`src/rtl/cpu_pkg.sv`:
```
// rtl/cpu_pkg.sv - shared widths and fetch-state encoding for the fetch path
package cpu_pkg;

    localparam int unsigned PC_W    = 16;
    localparam int unsigned INSTR_W = 32;

    typedef enum logic [1:0] {
        IDLE  = 2'd0,
        REQ   = 2'd1,
        DRAIN = 2'd2
    } fetch_state_e;

endpackage

```
`src/rtl/sync_fifo.sv`:
```
// rtl/sync_fifo.sv - synchronous FIFO with occupancy count and synchronous flush
module sync_fifo #(
    parameter int unsigned WIDTH = 48,
    parameter int unsigned DEPTH = 4
) (
    input  logic                     clk,
    input  logic                     rst,
    input  logic                     flush,
    input  logic                     push,
    input  logic [WIDTH-1:0]         push_data,
    input  logic                     pop,
    output logic [WIDTH-1:0]         pop_data,
    output logic [$clog2(DEPTH):0]   count
);

    localparam int unsigned AW = $clog2(DEPTH);

    logic [WIDTH-1:0]  mem_q [DEPTH];
    logic [AW-1:0]     wr_ptr_q;
    logic [AW-1:0]     rd_ptr_q;
    logic [AW:0]       count_q;

    // Flush resets occupancy only; stale storage stays hidden behind count==0.
    always_ff @(posedge clk) begin
        if (rst) begin
            for (int i = 0; i < int'(DEPTH); i++) begin
                mem_q[i] <= '0;
            end
            wr_ptr_q <= '0;
            rd_ptr_q <= '0;
            count_q  <= '0;
        end else if (flush) begin
            wr_ptr_q <= '0;
            rd_ptr_q <= '0;
            count_q  <= '0;
        end else begin
            if (push) begin
                mem_q[wr_ptr_q] <= push_data;
                wr_ptr_q        <= wr_ptr_q + AW'(1);
            end
            if (pop) begin
                rd_ptr_q <= rd_ptr_q + AW'(1);
            end
            case ({push, pop})
                2'b10:   count_q <= count_q + (AW+1)'(1);
                2'b01:   count_q <= count_q - (AW+1)'(1);
                default: count_q <= count_q;
            endcase
        end
    end

    assign pop_data = mem_q[rd_ptr_q];
    assign count    = count_q;

endmodule

```
`src/rtl/instr_fetch_queue.sv`:
```
// rtl/instr_fetch_queue.sv - instruction prefetch FSM feeding a small queue
module instr_fetch_queue
    import cpu_pkg::*;
#(
    parameter int unsigned      DEPTH    = 4,
    parameter logic [PC_W-1:0]  RESET_PC = 16'h0000
) (
    input  logic                clk,
    input  logic                rst,
    output logic                mem_req,
    output logic [PC_W-1:0]     mem_addr,
    input  logic                mem_ack,
    input  logic [INSTR_W-1:0]  mem_rdata,
    input  logic                redirect,
    input  logic [PC_W-1:0]     redirect_pc,
    output logic                instr_valid,
    input  logic                instr_ready,
    output logic [INSTR_W-1:0]  instr_word,
    output logic [PC_W-1:0]     instr_pc
);

    localparam int unsigned CW = $clog2(DEPTH) + 1;

    fetch_state_e                state_q, state_d;
    logic [PC_W-1:0]             fetch_pc_q, fetch_pc_d;
    logic [PC_W-1:0]             drain_addr_q, drain_addr_d;
    logic [CW-1:0]               count;
    logic                        push, pop;
    logic [INSTR_W+PC_W-1:0]     head;

    assign pop         = instr_valid & instr_ready;
    assign push        = (state_q == REQ) & mem_ack & ~redirect;
    assign mem_req     = (state_q != IDLE);
    // While draining, fetch_pc already holds the redirect target; the bus keeps the old address.
    assign mem_addr    = (state_q == DRAIN) ? drain_addr_q : fetch_pc_q;
    assign instr_valid = (count != '0);
    assign instr_word  = head[INSTR_W+PC_W-1:PC_W];
    assign instr_pc    = head[PC_W-1:0];

    sync_fifo #(
        .WIDTH (INSTR_W + PC_W),
        .DEPTH (DEPTH)
    ) u_fifo (
        .clk       (clk),
        .rst       (rst),
        .flush     (redirect),
        .push      (push),
        .push_data ({mem_rdata, fetch_pc_q}),
        .pop       (pop),
        .pop_data  (head),
        .count     (count)
    );

    always_ff @(posedge clk) begin
        if (rst) begin
            state_q      <= IDLE;
            fetch_pc_q   <= RESET_PC;
            drain_addr_q <= RESET_PC;
        end else begin
            state_q      <= state_d;
            fetch_pc_q   <= fetch_pc_d;
            drain_addr_q <= drain_addr_d;
        end
    end

    always_comb begin
        state_d      = state_q;
        fetch_pc_d   = fetch_pc_q;
        drain_addr_d = drain_addr_q;
        if (redirect) begin
            fetch_pc_d = redirect_pc;
        end
        case (state_q)
            IDLE: begin
                if (!redirect && (count < CW'(DEPTH))) begin
                    state_d = REQ;
                end
            end
            REQ: begin
                if (redirect) begin
                    if (mem_ack) begin
                        state_d = IDLE;
                    end else begin
                        state_d      = DRAIN;
                        drain_addr_d = fetch_pc_q;
                    end
                end else if (mem_ack) begin
                    fetch_pc_d = fetch_pc_q + PC_W'(1);
                    state_d    = ((count + CW'(1) - CW'(pop)) < CW'(DEPTH)) ? REQ : IDLE;
                end
            end
            DRAIN: begin
                if (mem_ack) begin
                    state_d = IDLE;
                end
            end
            default: state_d = IDLE;
        endcase
    end

endmodule

```
`config.mk`:
```
export PLATFORM = sky130hd
export DESIGN_NAME = instr_fetch_queue
export DESIGN_NICKNAME = d
export VERILOG_FILES = /design/src/rtl/cpu_pkg.sv /design/src/rtl/sync_fifo.sv /design/src/rtl/instr_fetch_queue.sv
export SDC_FILE = /design/constraint.sdc
export NUM_CORES = 1
export LEC_CHECK = 0
export CORE_MARGIN = 2
export CORE_UTILIZATION = 50
export CTS_CLUSTER_DIAMETER = 80
export DETAILED_ROUTE_END_ITERATION = 8
export MAX_ROUTING_LAYER = met4
export PLACE_DENSITY_LB_ADDON = 0.1
export RECOVER_POWER = 100
export SYNTH_ARGS = -nofsm -noshare
export SYNTH_HDL_FRONTEND = slang
export SYNTH_HIERARCHICAL = 1
export SYNTH_SLANG_ARGS = --single-unit
```
`constraint.sdc`:
```
create_clock -name clk -period 5.2 [get_ports clk]
set_input_delay 1.3 -clock clk [delete_from_list [all_inputs] [get_ports clk]]
set_output_delay 1.3 -clock clk [all_outputs]
set_load 0.005 [all_outputs]
```
==> report_table.html, run 1 <==
<table>
<tr><th>Metric</th><th>Value</th></tr>
<tr><th colspan="2">Timing</th></tr>
<tr><td>Post-route minimum period</td><td>4.40 ns</td></tr>
<tr><td>Post-route setup slack</td><td>0.802 ns</td></tr>
<tr><td>Final max-slew violation count</td><td>~110</td></tr>
<tr><td>Worst slew margin relative to its limit</td><td>-79.2%</td></tr>
<tr><td>Aggregate negative setup slack</td><td>0 ns</td></tr>
<tr><td>Achievable frequency</td><td>around 230 MHz</td></tr>
<tr><td>Clock Skews</td><td>0.0102 ns</td></tr>
<tr><td>Final Hold Viols</td><td>0</td></tr>
<tr><td>Endpoints failing setup</td><td>0</td></tr>
<tr><td>Share of the clock period used by the worst path</td><td>84.6%</td></tr>
<tr><td>Pin slew with the least headroom to its limit</td><td>between 2 and 3 ns</td></tr>
<tr><td>Final worst hold slack</td><td>roughly 0.45 ns</td></tr>
<tr><td>Setup repair after global routing missed its margin</td><td>no</td></tr>
<tr><th colspan="2">Placement</th></tr>
<tr><td>Minimum setup slack after placement</td><td>approximately 1.1 ns</td></tr>
<tr><td>Cell count after placement</td><td>about 1,100</td></tr>
<tr><td>IO buf count</td><td>about 120</td></tr>
<tr><td>GP Congestion</td><td>between 0.8 and 0.9</td></tr>
<tr><td>HPWL Detailed</td><td>~13,000 um</td></tr>
<tr><th colspan="2">Power</th></tr>
<tr><td>IR drop worst, VDD</td><td>around 370 uV</td></tr>
<tr><td>Static power due to leakage</td><td>~4.4 nW</td></tr>
<tr><td>Overall power consumption</td><td>about 4.2 mW</td></tr>
<tr><td>Power density over the cells</td><td>339 mW/mm2</td></tr>
<tr><th colspan="2">CTS</th></tr>
<tr><td>Cts-stage hold buffer count</td><td>0</td></tr>
<tr><td>Post-CTS Setup Repair Bufs</td><td>0</td></tr>
<tr><td>Clock buffer count from CTS</td><td>25</td></tr>
<tr><td>Htree depth</td><td>1</td></tr>
<tr><td>Clock Tree Buf Depth</td><td>3</td></tr>
<tr><td>Sinks on the clock net</td><td>235</td></tr>
<tr><td>TritonCTS clock tree</td><td>yes</td></tr>
<tr><td>Total of cells resized after clock tree synthesis</td><td>0</td></tr>
<tr><td>Insertion delay to the later sink of the worst-skew pair</td><td>roughly 0.52 ns</td></tr>
<tr><td>Clock slew at reported path FFs</td><td>0.06 ns</td></tr>
<tr><td>Root cell of the clock tree</td><td>sky130_fd_sc_hd__clkbuf_16</td></tr>
<tr><th colspan="2">Yosys</th></tr>
<tr><td>Unique cell type count in the Yosys netlist</td><td>42</td></tr>
<tr><td>Post-Syn Instances</td><td>788</td></tr>
<tr><td>Post-synthesis cell type with the largest combined area</td><td>sky130_fd_sc_hd__edfxtp_1</td></tr>
<tr><td>Proportion of synthesized chip area in sequential cells</td><td>approximately 64%</td></tr>
<tr><td>Area share of the largest cell type after synthesis</td><td>between 50% and 60%</td></tr>
<tr><td>Yosys Warn Count</td><td>6</td></tr>
<tr><td>Biggest area contributors in the synthesized netlist</td><td>sky130_fd_sc_hd__edfxtp_1, sky130_fd_sc_hd__mux4_2, sky130_fd_sc_hd__dfxtp_1</td></tr>
<tr><td>Post-synthesis instance area</td><td>0.0103 mm2</td></tr>
<tr><td>Most frequently used cell type in the post-synthesis netlist</td><td>sky130_fd_sc_hd__nor2_1</td></tr>
<tr><td>Commonest cells in the netlist</td><td>sky130_fd_sc_hd__nor2_1, sky130_fd_sc_hd__edfxtp_1, sky130_fd_sc_hd__nand2b_1, sky130_fd_sc_hd__mux4_2</td></tr>
<tr><td>Post-Syn Nets</td><td>roughly 840</td></tr>
<tr><td>Post-synthesis register bit count</td><td>235</td></tr>
<tr><td>Top FF cell, synth</td><td>sky130_fd_sc_hd__edfxtp_1</td></tr>
<tr><td>Number of flops mapped to enable cells by yosys</td><td>roughly 190</td></tr>
<tr><td>Syn_area_per_cell</td><td>roughly 13 um2</td></tr>
<tr><td>Share of async-settable or async-resettable flops after synthesis</td><td>0%</td></tr>
<tr><th colspan="2">Global routing</th></tr>
<tr><td>Global-route wire length before repair</td><td>between 30,000 and 40,000 um</td></tr>
<tr><td>Remaining global-route overflow</td><td>0</td></tr>
<tr><td>Combined global-route utilization of all metal layers</td><td>a little over a fifth</td></tr>
<tr><td>Number of global-route vias before repair</td><td>a little under 7,000</td></tr>
<tr><td>Largest net degree at the start of global routing</td><td>58</td></tr>
<tr><td>Initial antenna violation count</td><td>0</td></tr>
<tr><th colspan="2">Drt</th></tr>
<tr><td>Number of DRC violations after detailed routing</td><td>0</td></tr>
<tr><td>DRT antenna net count</td><td>0</td></tr>
<tr><td>Violation count after the first detailed-route iteration</td><td>roughly 440</td></tr>
<tr><td>Total via count in the routed design</td><td>approximately 6,500</td></tr>
<tr><td>Drt via density</td><td>5.47</td></tr>
<tr><td>Routed WL per cell</td><td>approximately 19 um</td></tr>
<tr><td>Pre-Repair DR Iteration Count</td><td>6</td></tr>
<tr><td>Routed WL</td><td>~23,000 um</td></tr>
<tr><th colspan="2">Finish</th></tr>
<tr><td>Filler Cells Inserted</td><td>1,538</td></tr>
<tr><td>Final antenna diode count</td><td>0</td></tr>
<tr><td>Final non-filler cell total</td><td>approximately 1,200</td></tr>
<tr><td>Fin nets</td><td>950</td></tr>
<tr><td>FF/Latch Area</td><td>approximately 0.0066 mm2</td></tr>
<tr><td>Area added between synthesis and finish</td><td>21.3%</td></tr>
<tr><td>Combined area of the multi-input logic cells</td><td>between 0.003 and 0.004 mm2</td></tr>
<tr><td>Fraction of layout instances using a drive strength above 1</td><td>13.3%</td></tr>
<tr><th colspan="2">Floorplan</th></tr>
<tr><td>Chip height</td><td>between 100 and 150 um</td></tr>
<tr><td>Number of top-level pins</td><td>around 120</td></tr>
<tr><td>Initial cell density of the core</td><td>about half</td></tr>
<tr><td>Number of placement rows</td><td>52</td></tr>
<tr><td>Total Die Area</td><td>between 0.02 and 0.025 mm2</td></tr>
<tr><td>Core area</td><td>0.0202 mm2</td></tr>
<tr><td>Die extent in x</td><td>between 100 and 150 um</td></tr>
<tr><th colspan="2">Setup path</th></tr>
<tr><td>Max FO, Critical Path</td><td>25</td></tr>
<tr><td>Data arrival time of the critical path</td><td>4.54 ns</td></tr>
<tr><td>CP Data Required Time</td><td>around 5.3 ns</td></tr>
<tr><td>Endpoint class of the critical path</td><td>register</td></tr>
<tr><td>Setup crit start kind</td><td>input pin</td></tr>
<tr><td>CP Class</td><td>in -&gt; reg</td></tr>
<tr><td>Worst reg-to-reg path cell count</td><td>5</td></tr>
<tr><th colspan="2">Run status</th></tr>
<tr><td>Violations in the final reports</td><td>max-capacitance violations, max-slew violations</td></tr>
<tr><td>Run status</td><td>finished, violations left</td></tr>
<tr><th colspan="2">Run</th></tr>
<tr><td>Number of maximum-capacitance violations</td><td>2</td></tr>
<tr><th colspan="2">Worst hold path</th></tr>
<tr><td>Class of the most critical hold timing path</td><td>reg -&gt; reg</td></tr>
<tr><td>Min-Delay Path Depth</td><td>2</td></tr>
</table>
sequential cells by signal, summed over array words and instances, names as in the netlist, named ones only:
signal / count
fetch_pc_q: 16
u_fifo/count: 3
state_q: 2
drain_addr_q: 16
u_fifo/rd_ptr_q: 2
u_fifo/mem_q: 192
u_fifo/wr_ptr_q: 2
layout by cell type, fill, tap and decap left out, drive strengths merged, types with 2 or more instances in the layout:
master	count
a2111oi	2
a21oi	31
buf	3
bufinv	5
clkbuf	38
clkdlybuf4s50	52
clkinv	11
dfxtp	43
dlygate4sd3	65
edfxtp	192
ha	2
inv	23
mux2	17
mux2i	3
mux4	48
nand2	43
nand2b	53
nand3	5
nand3b	2
nand4	2
nor2	210
nor3	7
nor4	6
o21a	9
o21ai	3
o31a	3
or2	2
or3	3
xnor2	5
xor2	12
layout make-up:
class,count,share of cell area [%]
clock buffer,28,5.10
inverter,22,0.661
sequential,235,53.1
clock inverter,17,1.70
timing repair buffer,130,10.0
tap,270,2.71
multi-input combinational,480,26.7
through the flow:
step	util, %	instance area, um2
global placement	57.9	11700
global route	61.7	12500
floorplan	-	10300
finish	61.7	12500
detailed placement	57.9	11700
CTS	62.1	12600
routing by layer:
layer,wire (um),global-route usage [%],vias to the layer above
li1,-,-,3001
met1,9300,28.1,3224
met4,426,5.67,0
met2,11600,36.7,203
met3,1260,2.72,41
met5,0,-,-
worst max-delay path, cell delays in order:
cell and delay [ns]:
sky130_fd_sc_hd__dlygate4sd3_1 0.71, sky130_fd_sc_hd__nand3b_4 0.17, sky130_fd_sc_hd__nor2_1 0.45, sky130_fd_sc_hd__nand3_2 0.15, sky130_fd_sc_hd__nand2b_1 0.97, sky130_fd_sc_hd__clkbuf_2 0.75
cell families after synthesis:
logic type / after synthesis / share of synthesized area [%]
AOI/OAI and AO/OA: 50 / 2.89
xor gates and xnor gates: 17 / 1.45
adders and majority gates: 3 / 0.438
buffers and inverters: 73 / 3.32
DFF: 235 / 64.4
muxes: 68 / 12.7
and+or+nand+nor: 342 / 14.9
power by group:
part / switching (mW) / total, mW / leakage [nW] / internal [mW]
registers: 0.0352 / 2.13 / 2.32 / 2.10
clock network: 0.710 / 1.84 / 0.424 / 1.13
logic: 0.126 / 0.256 / 1.64 / 0.130
total: 0.871 / 4.23 / 4.38 / 3.36
worst paths after layout:
kind / start / to / slack (ns)
setup / recovery: mem_ack / u_fifo/mem_q[2][27]$_SDFFCE_PN0P_ / 0.80
hold / removal: drain_addr_q[0]$_SDFFE_PP0P_ / drain_addr_q[0]$_SDFFE_PP0P_ / 0.45
setup reg to reg: state_q[0]$_SDFFE_PP0P_ / u_fifo/mem_q[2][27]$_SDFFCE_PN0P_ / 1.80
hold reg to reg: drain_addr_q[0]$_SDFFE_PP0P_ / drain_addr_q[0]$_SDFFE_PP0P_ / 0.45
Power figures use the tool's default switching activity.
==> run 2, diff against run 1 <==
==> constraint.sdc (replaced) <==
create_clock -name clk -period 4.4 [get_ports clk]
set_input_delay 1.1 -clock clk [delete_from_list [all_inputs] [get_ports clk]]
set_output_delay 1.1 -clock clk [all_outputs]
set_load 0.005 [all_outputs]
==> run 2 against run 1 <==
Compared with the run above: the flow still finishes with violations (max-capacitance violations, max-slew violations); sequential power rose by 18%; non-clock buffer count rose by 6; global-route usage rose by 0.062 points; hold slack improved by 0.0019 ns; via count rose by 0.77%; critical path depth fell by 3; sequential share of layout area fell by 0.20 points; clock power rose by 11%; wire length fell by 0.38%; final cell count rose by 0.59%; combinational power rose by 21%; highest routed layer unchanged.
==> report_table.html, run 2 (synthesis gave the netlist of run 1 again) <==
<table>
<tr><th>Metric</th><th>Value</th></tr>
<tr><th colspan="2">Setup path</th></tr>
<tr><td>Worst path depth</td><td>3</td></tr>
<tr><td>Beginning of the worst register-to-register path</td><td>state_q[0]$_SDFFE_PP0P_</td></tr>
<tr><td>Cell chain of the critical path</td><td>clkbuf_1 -&gt; mux4_2 -&gt; clkdlybuf4s50_1</td></tr>
<tr><td>Reg-to-reg setup timing slack</td><td>1.71 ns</td></tr>
<tr><td>Total buffers and inverters traversed by the critical path</td><td>2</td></tr>
<tr><td>Setup crit start kind</td><td>register</td></tr>
<tr><td>Max FO, Critical Path</td><td>28</td></tr>
<tr><td>End of the worst register-to-register path</td><td>u_fifo/mem_q[1][5]$_SDFFCE_PN0P_</td></tr>
<tr><td>Endpoint class of the critical path</td><td>output port</td></tr>
<tr><td>Worst path top cell family by delay</td><td>buffers and inverters</td></tr>
<tr><td>Critical path's largest stage delay</td><td>between 0.8 and 0.9 ns</td></tr>
<tr><td>Slowest CP cell</td><td>sky130_fd_sc_hd__dfxtp_2</td></tr>
<tr><td>Data arrival time of the critical path</td><td>2.87 ns</td></tr>
<tr><td>CP Data Required Time</td><td>3.30 ns</td></tr>
<tr><td>Worst setup path endpoint</td><td>instr_word[29]</td></tr>
<tr><td>Worst reg-to-reg path cell count</td><td>6</td></tr>
<tr><td>CP Class</td><td>reg -&gt; out</td></tr>
<tr><th colspan="2">Run status</th></tr>
<tr><td>Violations in the final reports</td><td>max-capacitance violations, max-slew violations</td></tr>
<tr><td>Run status</td><td>finished, violations left</td></tr>
<tr><th colspan="2">Timing</th></tr>
<tr><td>Final max-slew violation count</td><td>39</td></tr>
<tr><td>Aggregate negative setup slack</td><td>0 ns</td></tr>
<tr><td>Share of the clock period used by the worst path</td><td>between 90% and 100%</td></tr>
<tr><td>Worst slew margin relative to its limit</td><td>-4.85%</td></tr>
<tr><td>Endpoints failing setup</td><td>0</td></tr>
<tr><td>Final Hold Viols</td><td>0</td></tr>
<tr><td>Setup repair after global routing missed its margin</td><td>no</td></tr>
<tr><td>Pin slew with the least headroom to its limit</td><td>between 1.5 and 2 ns</td></tr>
<tr><td>Clock Skews</td><td>roughly 0.024 ns</td></tr>
<tr><td>Post-route setup slack</td><td>between 0.4 and 0.5 ns</td></tr>
<tr><td>Achievable frequency</td><td>252 MHz</td></tr>
<tr><td>Post-route minimum period</td><td>3.97 ns</td></tr>
<tr><td>Final worst hold slack</td><td>between 0.4 and 0.5 ns</td></tr>
<tr><th colspan="2">Finish</th></tr>
<tr><td>Max reg flops</td><td>192</td></tr>
<tr><td>Fraction of layout instances using a drive strength above 1</td><td>13.7%</td></tr>
<tr><td>Biggest registers after layout</td><td>u_fifo/mem_q x192, drain_addr_q x16, fetch_pc_q x16</td></tr>
<tr><td>Utilization after layout</td><td>a little over 60%</td></tr>
<tr><td>Fin nets</td><td>956</td></tr>
<tr><td>Area added between synthesis and finish</td><td>21.8%</td></tr>
<tr><td>Final antenna diode count</td><td>0</td></tr>
<tr><td>Final cell area excluding filler cells</td><td>around 0.013 mm2</td></tr>
<tr><td>Final non-filler cell total</td><td>~1,200</td></tr>
<tr><td>Register with the most flip-flops</td><td>u_fifo/mem_q</td></tr>
<tr><td>Commonest non-fill, non-tap cell in the layout</td><td>sky130_fd_sc_hd__nor2_1</td></tr>
<tr><td>Most used cells in the layout excluding fill and tap cells</td><td>sky130_fd_sc_hd__nor2_1, sky130_fd_sc_hd__edfxtp_1, sky130_fd_sc_hd__clkdlybuf4s50_1</td></tr>
<tr><th colspan="2">CTS</th></tr>
<tr><td>Post-CTS Setup Repair Bufs</td><td>0</td></tr>
<tr><td>Total of cells resized after clock tree synthesis</td><td>0</td></tr>
<tr><td>Sinks on the clock net</td><td>235</td></tr>
<tr><td>Cts-stage hold buffer count</td><td>0</td></tr>
<tr><td>Clock Tree Buf Depth</td><td>3</td></tr>
<tr><td>Root cell of the clock tree</td><td>sky130_fd_sc_hd__clkbuf_16</td></tr>
<tr><td>TritonCTS clock tree</td><td>yes</td></tr>
<tr><td>Insertion delay to the later sink of the worst-skew pair</td><td>0.53 ns</td></tr>
<tr><td>Clock slew at reported path FFs</td><td>around 0.06 ns</td></tr>
<tr><td>Clock buffer count from CTS</td><td>25</td></tr>
<tr><td>Htree depth</td><td>1</td></tr>
<tr><th colspan="2">Global routing</th></tr>
<tr><td>Combined global-route utilization of all metal layers</td><td>between 20% and 30%</td></tr>
<tr><td>Remaining global-route overflow</td><td>0</td></tr>
<tr><td>Number of global-route vias before repair</td><td>approximately 6,800</td></tr>
<tr><td>Largest net degree at the start of global routing</td><td>49</td></tr>
<tr><td>Global-route wire length before repair</td><td>between 30,000 and 40,000 um</td></tr>
<tr><td>Initial antenna violation count</td><td>0</td></tr>
<tr><th colspan="2">Placement</th></tr>
<tr><td>Minimum setup slack after placement</td><td>0.716 ns</td></tr>
<tr><td>Total cell area at the placement stage</td><td>0.0118 mm2</td></tr>
<tr><td>Cell count after placement</td><td>approximately 1,100</td></tr>
<tr><td>IO buf count</td><td>around 120</td></tr>
<tr><td>HPWL Detailed</td><td>around 14,000 um</td></tr>
<tr><td>GP Congestion</td><td>about 0.87</td></tr>
<tr><th colspan="2">Power</th></tr>
<tr><td>Overall power consumption</td><td>about 4.9 mW</td></tr>
<tr><td>Power density over the cells</td><td>between 300 and 400 mW/mm2</td></tr>
<tr><td>IR drop worst, VDD</td><td>312 uV</td></tr>
<tr><td>Static power due to leakage</td><td>4.36 nW</td></tr>
<tr><th colspan="2">Drt</th></tr>
<tr><td>Number of DRC violations after detailed routing</td><td>0</td></tr>
<tr><td>Routed WL per cell</td><td>around 19 um</td></tr>
<tr><td>Violation count after the first detailed-route iteration</td><td>443</td></tr>
<tr><td>Pre-Repair DR Iteration Count</td><td>4</td></tr>
<tr><td>Routed WL</td><td>between 20,000 and 25,000 um</td></tr>
<tr><td>Total via count in the routed design</td><td>6,519</td></tr>
<tr><td>Drt via density</td><td>~5.5</td></tr>
<tr><td>DRT antenna net count</td><td>0</td></tr>
<tr><th colspan="2">Worst hold path</th></tr>
<tr><td>Class of the most critical hold timing path</td><td>reg -&gt; reg</td></tr>
<tr><th colspan="2">Floorplan</th></tr>
<tr><td>Core area</td><td>around 0.020 mm2</td></tr>
<tr><td>Number of placement rows</td><td>52</td></tr>
<tr><td>Initial cell density of the core</td><td>about half</td></tr>
<tr><td>Chip height</td><td>147 um</td></tr>
<tr><td>Die extent in x</td><td>around 150 um</td></tr>
<tr><td>Number of top-level pins</td><td>between 100 and 150</td></tr>
<tr><td>Total Die Area</td><td>between 0.02 and 0.025 mm2</td></tr>
<tr><th colspan="2">Run</th></tr>
<tr><td>Number of maximum-capacitance violations</td><td>1</td></tr>
</table>
run 2: cell count changes in the layout (fill, tap and decap cells not counted), sizes merged:
cell,delta
dlygate4sd3,-21
bufinv,-3
clkbuf,+4
clkinvlp,+1
clkinv,-4
clkdlybuf4s50,+21
buf,+9
run 2: how the worst min path moves through the flow:
stage	start	end	slack, ns	depth (start not counted)
2_1_floorplan	drain_addr_q[0]$_SDFFE_PP0P_	drain_addr_q[0]$_SDFFE_PP0P_	0.43	2
3_3_place_gp	drain_addr_q[6]$_SDFFE_PP0P_	drain_addr_q[6]$_SDFFE_PP0P_	0.44	2
3_5_place_dp	drain_addr_q[14]$_SDFFE_PP0P_	drain_addr_q[14]$_SDFFE_PP0P_	0.45	2
4_1_cts	drain_addr_q[1]$_SDFFE_PP0P_	drain_addr_q[1]$_SDFFE_PP0P_	0.46	2
5_1_grt	drain_addr_q[0]$_SDFFE_PP0P_	drain_addr_q[0]$_SDFFE_PP0P_	0.48	2
6_report	drain_addr_q[1]$_SDFFE_PP0P_	drain_addr_q[1]$_SDFFE_PP0P_	0.46	2
run 2: per-layer routing:
metal	global-route usage [%]	up-vias	routed length, um
met4	5.96	0	522
met1	27.7	3251	9360
met3	3.12	43	1290
met5	-	-	0
li1	-	3014	-
met2	36.8	211	11300
run 2: worst register-to-register path, cell delays in order (launching register included):
cell and delay [ns]:
sky130_fd_sc_hd__dfxtp_1 0.47, sky130_fd_sc_hd__nand3b_4 0.18, sky130_fd_sc_hd__nor2_1 0.50, sky130_fd_sc_hd__and2b_1 0.26
sky130_fd_sc_hd__nand2_2 0.06, sky130_fd_sc_hd__nand2b_1 0.66, sky130_fd_sc_hd__buf_12 0.26
run 2: report_power, final:
part,internal [mW],switching (mW)
combinational,0.160,0.150
clock,1.21,0.823
sequential,2.48,0.0413
run 2: area by class of cell:
class,count,area (um2)
Fill cell,1536,7700
Inverter,22,82.6
Tap cell,270,338
Clock buffer,35,693
Timing Repair Buffer,136,1340
Multi-Input combinational cell,480,3340
Sequential cell,235,6630
Clock inverter,11,105
